<file path="src/rtl/cpu_pkg.sv">
// Shared pipeline types and defaults for the fetch front end.
package cpu_pkg;
  typedef enum logic [1:0] {FETCH, WAIT, DROP} if_state_t;

  localparam logic [31:0] DEF_NOP_INSTR = 32'h0000_0000;
  localparam logic [31:0] DEF_RESET_PC  = 32'h0000_0000;

  // IF/ID layout for the default 32-bit PC build.
  typedef struct packed {
    logic [31:0] pc4;
    logic [31:0] instr;
    logic        valid;
  } ifid_t;
endpackage

</file>
<file path="src/rtl/ifid_reg.sv">
// Pipeline register with flush > hold > load > bubble priority.
module ifid_reg #(
  parameter int          PC_W      = 32,
  parameter logic [31:0] NOP_INSTR = 32'h0000_0000
) (
  input  logic            clk_i,
  input  logic            rst_i,
  input  logic            write_i,
  input  logic            flush_i,
  input  logic            load_i,
  input  logic [PC_W-1:0] pc4_i,
  input  logic [31:0]     instr_i,
  output logic [PC_W-1:0] pc4_o,
  output logic [31:0]     instr_o,
  output logic            valid_o
);
  always_ff @(posedge clk_i or posedge rst_i) begin
    if (rst_i) begin
      pc4_o   <= '0;
      instr_o <= NOP_INSTR;
      valid_o <= 1'b0;
    end else if (flush_i) begin
      pc4_o   <= '0;
      instr_o <= NOP_INSTR;
      valid_o <= 1'b0;
    end else if (!write_i) begin
      pc4_o   <= pc4_o;
      instr_o <= instr_o;
      valid_o <= valid_o;
    end else if (load_i) begin
      pc4_o   <= pc4_i;
      instr_o <= instr_i;
      valid_o <= 1'b1;
    end else begin
      pc4_o   <= '0;
      instr_o <= NOP_INSTR;
      valid_o <= 1'b0;
    end
  end
endmodule

</file>
<file path="src/rtl/if_stage.sv">
// Instruction fetch: PC, imem handshake FSM, IF/ID register.
// Optional perf counters under IF_STAGE_PERF_CNT_EN.
module if_stage
  import cpu_pkg::*;
#(
  parameter int              PC_W      = 32,
  parameter logic [PC_W-1:0] RESET_PC  = PC_W'(DEF_RESET_PC),
  parameter logic [31:0]     NOP_INSTR = DEF_NOP_INSTR
) (
  input  logic            clk_i,
  input  logic            rst_i,
  input  logic            pcwrite_i,
  input  logic            ifid_write_i,
  input  logic            ifid_flush_i,
  input  logic            branch_i,
  input  logic [PC_W-1:0] branch_target_i,
  output logic            imem_req_o,
  output logic [PC_W-1:0] imem_addr_o,
  input  logic            imem_ready_i,
  input  logic [31:0]     imem_rdata_i,
  output logic [PC_W-1:0] pc_o,
  output logic [PC_W-1:0] ifid_pc4_o,
  output logic [31:0]     ifid_instr_o,
`ifdef IF_STAGE_PERF_CNT_EN
  output logic [31:0]     perf_fetch_cnt_o,
  output logic [31:0]     perf_stall_cnt_o,
  output logic [31:0]     perf_flush_cnt_o,
`endif
  output logic            ifid_valid_o
);
  if_state_t       state_q, state_d;
  logic [PC_W-1:0] pc_q, pc_d, redir_q, redir_d, pc4;
  logic            fetch_done, ifid_load, ifid_bubble;

  assign pc4         = pc_q + PC_W'(4);
  assign pc_o        = pc_q;
  assign imem_req_o  = ~rst_i;
  // PC never moves while a request is outstanding, so the address is always pc_q.
  assign imem_addr_o = pc_q;
  assign fetch_done  = imem_ready_i && (state_q != DROP);
  assign ifid_load   = fetch_done && pcwrite_i;
  assign ifid_bubble = ifid_flush_i || branch_i;

  // A branch arriving while the current request is still pending (FETCH or
  // WAIT, not ready) parks in DROP so the address stays stable until ready.
  always_comb begin
    state_d = state_q;
    pc_d    = pc_q;
    redir_d = redir_q;
    case (state_q)
      FETCH, WAIT: begin
        if (imem_ready_i) begin
          state_d = FETCH;
          if (branch_i)       pc_d = branch_target_i;
          else if (pcwrite_i) pc_d = pc4;
        end else if (branch_i) begin
          state_d = DROP;
          redir_d = branch_target_i;
        end else begin
          state_d = WAIT;
        end
      end
      DROP: begin
        if (branch_i) redir_d = branch_target_i;
        if (imem_ready_i) begin
          state_d = FETCH;
          pc_d    = branch_i ? branch_target_i : redir_q;
        end
      end
      default: state_d = FETCH;
    endcase
  end

  always_ff @(posedge clk_i or posedge rst_i) begin
    if (rst_i) begin
      state_q <= FETCH;
      pc_q    <= RESET_PC;
      redir_q <= RESET_PC;
    end else begin
      state_q <= state_d;
      pc_q    <= pc_d;
      redir_q <= redir_d;
    end
  end

  ifid_reg #(.PC_W(PC_W), .NOP_INSTR(NOP_INSTR)) u_ifid (
    .clk_i   (clk_i),
    .rst_i   (rst_i),
    .write_i (ifid_write_i),
    .flush_i (ifid_bubble),
    .load_i  (ifid_load),
    .pc4_i   (pc4),
    .instr_i (imem_rdata_i),
    .pc4_o   (ifid_pc4_o),
    .instr_o (ifid_instr_o),
    .valid_o (ifid_valid_o)
  );

`ifdef IF_STAGE_PERF_CNT_EN
  logic fetch_inc;
  assign fetch_inc = ifid_load && ifid_write_i && !ifid_bubble;

  always_ff @(posedge clk_i or posedge rst_i) begin
    if (rst_i) begin
      perf_fetch_cnt_o <= '0;
      perf_stall_cnt_o <= '0;
      perf_flush_cnt_o <= '0;
    end else begin
      if (fetch_inc && perf_fetch_cnt_o != '1)     perf_fetch_cnt_o <= perf_fetch_cnt_o + 32'd1;
      if (!imem_ready_i && perf_stall_cnt_o != '1) perf_stall_cnt_o <= perf_stall_cnt_o + 32'd1;
      if (ifid_bubble && perf_flush_cnt_o != '1)   perf_flush_cnt_o <= perf_flush_cnt_o + 32'd1;
    end
  end
`endif
endmodule
</file>
<file path="config.mk">
export PLATFORM = sky130hd
export DESIGN_NAME = if_stage
export DESIGN_NICKNAME = d
export VERILOG_FILES = /design/src/rtl/cpu_pkg.sv /design/src/rtl/ifid_reg.sv /design/src/rtl/if_stage.sv
export SDC_FILE = /design/constraint.sdc
export NUM_CORES = 1
export LEC_CHECK = 0
export BUFFER_PORTS_ARGS = -buffer_cell sky130_fd_sc_hd__buf_2
export CAP_MARGIN = 20
export CORE_ASPECT_RATIO = 1.4
export CORE_UTILIZATION = 50
export CTS_CLUSTER_DIAMETER = 80
export DETAILED_ROUTE_END_ITERATION = 8
export PLACE_DENSITY = 0.78
export SETUP_SLACK_MARGIN = 0.2
export SLEW_MARGIN = 20
export SYNTH_ARGS = -nofsm -noshare
export SYNTH_HDL_FRONTEND = slang
export SYNTH_SLANG_ARGS = --single-unit
</file>
<file path="constraint.sdc">
create_clock -name clk_i -period 10.78 [get_ports clk_i]
set_clock_uncertainty 0.05 [all_clocks]
set_input_delay 1.078 -clock clk_i [delete_from_list [all_inputs] [get_ports clk_i]]
set_output_delay 1.078 -clock clk_i [all_outputs]
set_load 0.05 [all_outputs]
</file>
==> results.txt <==
The critical path goes through buf_2 > inv_6 > buf_2. Input and output buffers added on the ports amount to 200. The net switching share of the total power is between 30% and 40%. The peak per-stage delay on the critical path is 450 ps. The most frequent cell on the critical path is sky130_fd_sc_hd__buf_2. The cell family contributing the most delay on the critical path is buffers and inverters. The die area is 14,100 sq um. The layout-stage area growth over the synthesis result is 21.5%. The type of element launching the critical path is an input port.

For this configuration, the core starts out at a cell density of 51.2%. The number of H-tree branching levels is 4. The final instance area is about 8300 sq um. The clock-pin slew on the worst setup and hold paths is 60 ps.

The total wire length is about 18,000 um. The count of state elements after synthesis is 131. The count of antenna diodes in the layout is 0.

Using the TritonRoute via totals, the vias-per-cell ratio works out to 5.87. The number of fill cells in the layout is 1,155. After the first detailed-routing iteration, the DRC count stood at 446. The power per unit of standard cell area came out at between 150 and 200 nW/um^2. STA puts the critical path data arrival time at a little over 2000 ps. Derived from the worst setup path, the maximum achievable clock frequency is 313 MHz.

The wire-length estimate of the detail-placed layout is roughly 13,000 um. The die is ~100 um wide. The measured slew at the worst slew-check pin is 916 ps. The number of search-and-repair iterations in the first detailed-routing pass came out at 5.

The initial antenna violation count is 0. The highest fanout seen on the critical path came out at 70. The maximum number of pins on one net before global-route repair came out at slightly below 90. The number of warnings issued by yosys is 0. Once the clock tree was built, the resizer swapped 0 gates to a different size. The max-capacitance violation count is 0. Buffers inserted to repair hold after CTS numbered 0.

The post-detailed-placement cell area came out at between 7000 and 8000 sq um. The number of flops mapped to enable cells by yosys is 0. Cells with a size suffix above 1 make up a little over a third of the layout. The net count of the finished layout is roughly 900.

The sequential group share of total power came out at between 30% and 40%. The cell area after synthesis came out at 6820 sq um. Setup repair after global routing left no endpoint under its margin. The data required time at the worst endpoint is just under 10,000 ps. The later pin in the worst-skew pair is clocked with a latency of slightly above 400 ps. After layout, the worst path uses roughly 30% of the clock period. The first global-routing pass estimated ~29,000 um of wire. The y dimension of the die is ~140 um. The part of the power in combinational logic is roughly 28%.

The number of max-slew violations in the final report came out at 0. The switching power came out at about 0.00064 W. The number of global-route vias before repair came to 5,535. For this run, the leading register cell type out of synthesis is sky130_fd_sc_hd__dfrtp_1. For this run, asynchronously set or reset flops after synthesis account for 100%.

The part of the total power dissipated in the clock network is between 30% and 40%. By startpoint and endpoint, the worst setup path is classified as input port to primary output. The via count came out at 5,948. The number of cell rows is 50. CTS saw 131 sinks. Cells fill between 60% and 70% of the core in the end. Buffers added to address setup during post-CTS repair amount to 0.

Synthesis instantiated 54 different standard cells from the library. The final global-route overflow total came out at 0. The hold violation total from the final report is 0.

Global routing used between 20% and 30% of the available tracks across all layers. The I/O pin count came out at between 200 and 250. The max-slew headroom at the worst pin is 38.9%. The minimum clock period came out at approximately 3200 ps. The run finished with clean final reports. The detailed-route wire length per cell is 17.9 um.

The post-synthesis cell count came out at between 600 and 700. The tree is rooted in a sky130_fd_sc_hd__clkbuf_16. The clock buffer count from CTS came out at 17. The final count of negative-setup-slack endpoints came out at 0. In this run the static leakage power is 3.87 nW. The slowest stage of the critical path belongs to the cell sky130_fd_sc_hd__inv_6. The setup TNS is 0 ps.

The number of nets with antenna violations after detailed routing came out at 0. The core region is ~13,000 sq um. In this run the worst hold path is classified as flip-flop to flip-flop. The internal power is between 0.001 and 0.0015 W. The count of buffer and inverter cells on the critical path came out at 3. Across the VDD grid, the largest voltage drop is about 0.00011 V. In this run the deepest clock path goes through 2 buffers. The weighted congestion reported at the end of routability-driven placement came out at 0.855. Each instance of the synthesized netlist takes up on average between 10 and 15 sq um. The endpoint kind of the worst setup timing path is a primary output. TritonCTS built the clock tree. The net count after synthesis came out at between 700 and 800.

Summing the sequential cell areas from Yosys gives roughly half of the chip area. After detailed routing, the number of remaining DRC violations is 0.
final timing paths:
path	startpoint	end	slack (ps)	cells past startpoint
worst max-delay path	rst_i	imem_req_o	7580	3
worst min-delay path	u_ifid.pc4_o[20]	u_ifid.pc4_o[20]	420	2
worst max register to register	state_q[1]	u_ifid.pc4_o[26]	8200	5
worst min register to register	u_ifid.pc4_o[20]	u_ifid.pc4_o[20]	420	2
max in group asynchronous	rst_i	redir_q[27]	8720	3
min in group asynchronous	rst_i	u_ifid.pc4_o[13]	720	2
state kept, by name, indices dropped and copies added (netlist names):
| register | cells |
|---|---|
| imem_addr_o | 32 |
| redir_q | 32 |
| state_q | 2 |
| u_ifid.instr_o | 32 |
| u_ifid.pc4_o | 32 |
| u_ifid.valid_o | 1 |
cell usage after synthesis, types with 6 or more instances:
cell type	count	area, sq um
sky130_fd_sc_hd__a211oi_1	7	52.6
sky130_fd_sc_hd__a21oi_1	9	45.0
sky130_fd_sc_hd__a22o_1	38	333
sky130_fd_sc_hd__a22oi_1	6	45.0
sky130_fd_sc_hd__buf_2	13	65.1
sky130_fd_sc_hd__buf_4	33	248
sky130_fd_sc_hd__clkbuf_1	33	124
sky130_fd_sc_hd__dfrtp_1	131	3280
sky130_fd_sc_hd__inv_1	14	52.6
sky130_fd_sc_hd__mux2_2	34	383
sky130_fd_sc_hd__mux2i_1	9	90.1
sky130_fd_sc_hd__nand2_1	66	248
sky130_fd_sc_hd__nand2b_1	15	93.8
sky130_fd_sc_hd__nand3_1	24	120
sky130_fd_sc_hd__nand4_1	15	93.8
sky130_fd_sc_hd__nor2_1	14	52.6
sky130_fd_sc_hd__nor2b_1	6	37.5
sky130_fd_sc_hd__nor3_1	25	125
sky130_fd_sc_hd__nor4_1	7	43.8
sky130_fd_sc_hd__o211ai_1	13	97.6
sky130_fd_sc_hd__o21ai_0	47	235
sky130_fd_sc_hd__o2bb2ai_1	6	52.6
sky130_fd_sc_hd__o311ai_0	10	87.6
sky130_fd_sc_hd__or3_1	9	56.3
sky130_fd_sc_hd__or4_1	11	82.6
sky130_fd_sc_hd__xnor2_1	13	114
final cells by class:
class	count	area, sq um	area share [%]
multi-input cells	443	3050	36.8
clock buffers	20	457	5.51
well taps	182	228	2.75
flip-flops and latches	131	3280	39.6
clock inverters	12	131	1.59
repair buffers	211	1080	13.1
inverters	14	57.6	0.695
worst reg2reg max path: cells and delay by family, from the launching register on:
family,cells,cell delay [ps]
AO/OA/AOI/OAI,1,110
buffers and inverters,1,250
flip-flops,1,480
AND/OR/NAND/NOR,3,1620
layer usage:
| metal | up-vias | wire [um] | global-route usage, % |
|---|---|---|---|
| met5 | - | 0 | 0 |
| met4 | 0 | 536 | 13.3 |
| met3 | 46 | 1260 | 5.04 |
| met2 | 284 | 8580 | 41.6 |
| met1 | 2857 | 7760 | 33.8 |
| li1 | 2761 | - | - |
cell families (layout without fill, tap and decap cells):
family	count (synthesis)	after routing	share of synthesized area [%]
adders and majority gates	1	1	0.183
muxes	43	43	6.93
AOI/OAI and AO/OA	167	167	17.9
DFF	131	131	48.1
xor gates and xnor gates	14	14	1.80
and+or+nand+nor	218	218	17.6
buffers and inverters	99	257	7.54
stage by stage:
stage | hold WS, ps | cells | setup WS (ps) | power (W)
after floorplan | 421 | 673 | 5600 | 0.00101
after global placement | 407 | 981 | 7540 | 0.00109
after detailed placement | 411 | 981 | 7490 | 0.00109
after CTS | 424 | 1013 | 7540 | 0.00166
after global routing | 451 | 1013 | 7470 | 0.00172
final | 419 | 1013 | 7580 | 0.00166
cell usage in the layout (no fill, tap or decap), drive strengths merged, types with 7 or more instances in the layout:
| cell | count |
|---|---|
| xnor2 | 13 |
| nand3 | 24 |
| nand2b | 15 |
| nand2 | 66 |
| or4 | 13 |
| nor2 | 14 |
| nor3 | 26 |
| nand4 | 19 |
| dfrtp | 131 |
| a22o | 38 |
| or3 | 9 |
| nor4 | 7 |
| buf | 211 |
| clkbuf | 20 |
| mux2i | 9 |
| o211ai | 13 |
| a211oi | 7 |
| mux2 | 34 |
| o21ai | 47 |
| o311ai | 10 |
| inv | 15 |
| a21oi | 9 |
power by group through the flow:
stage / combinational, W / clock, W / sequential (W)
floorplan: 0.000298 / 0 / 0.000711
global placement: 0.000457 / 0 / 0.000631
detailed placement: 0.000461 / 0 / 0.000633
CTS: 0.000463 / 0.000574 / 0.000625
global route: 0.000490 / 0.000595 / 0.000635
finish: 0.000463 / 0.000566 / 0.000627
Note: power is estimated with default switching activity, not from simulation.
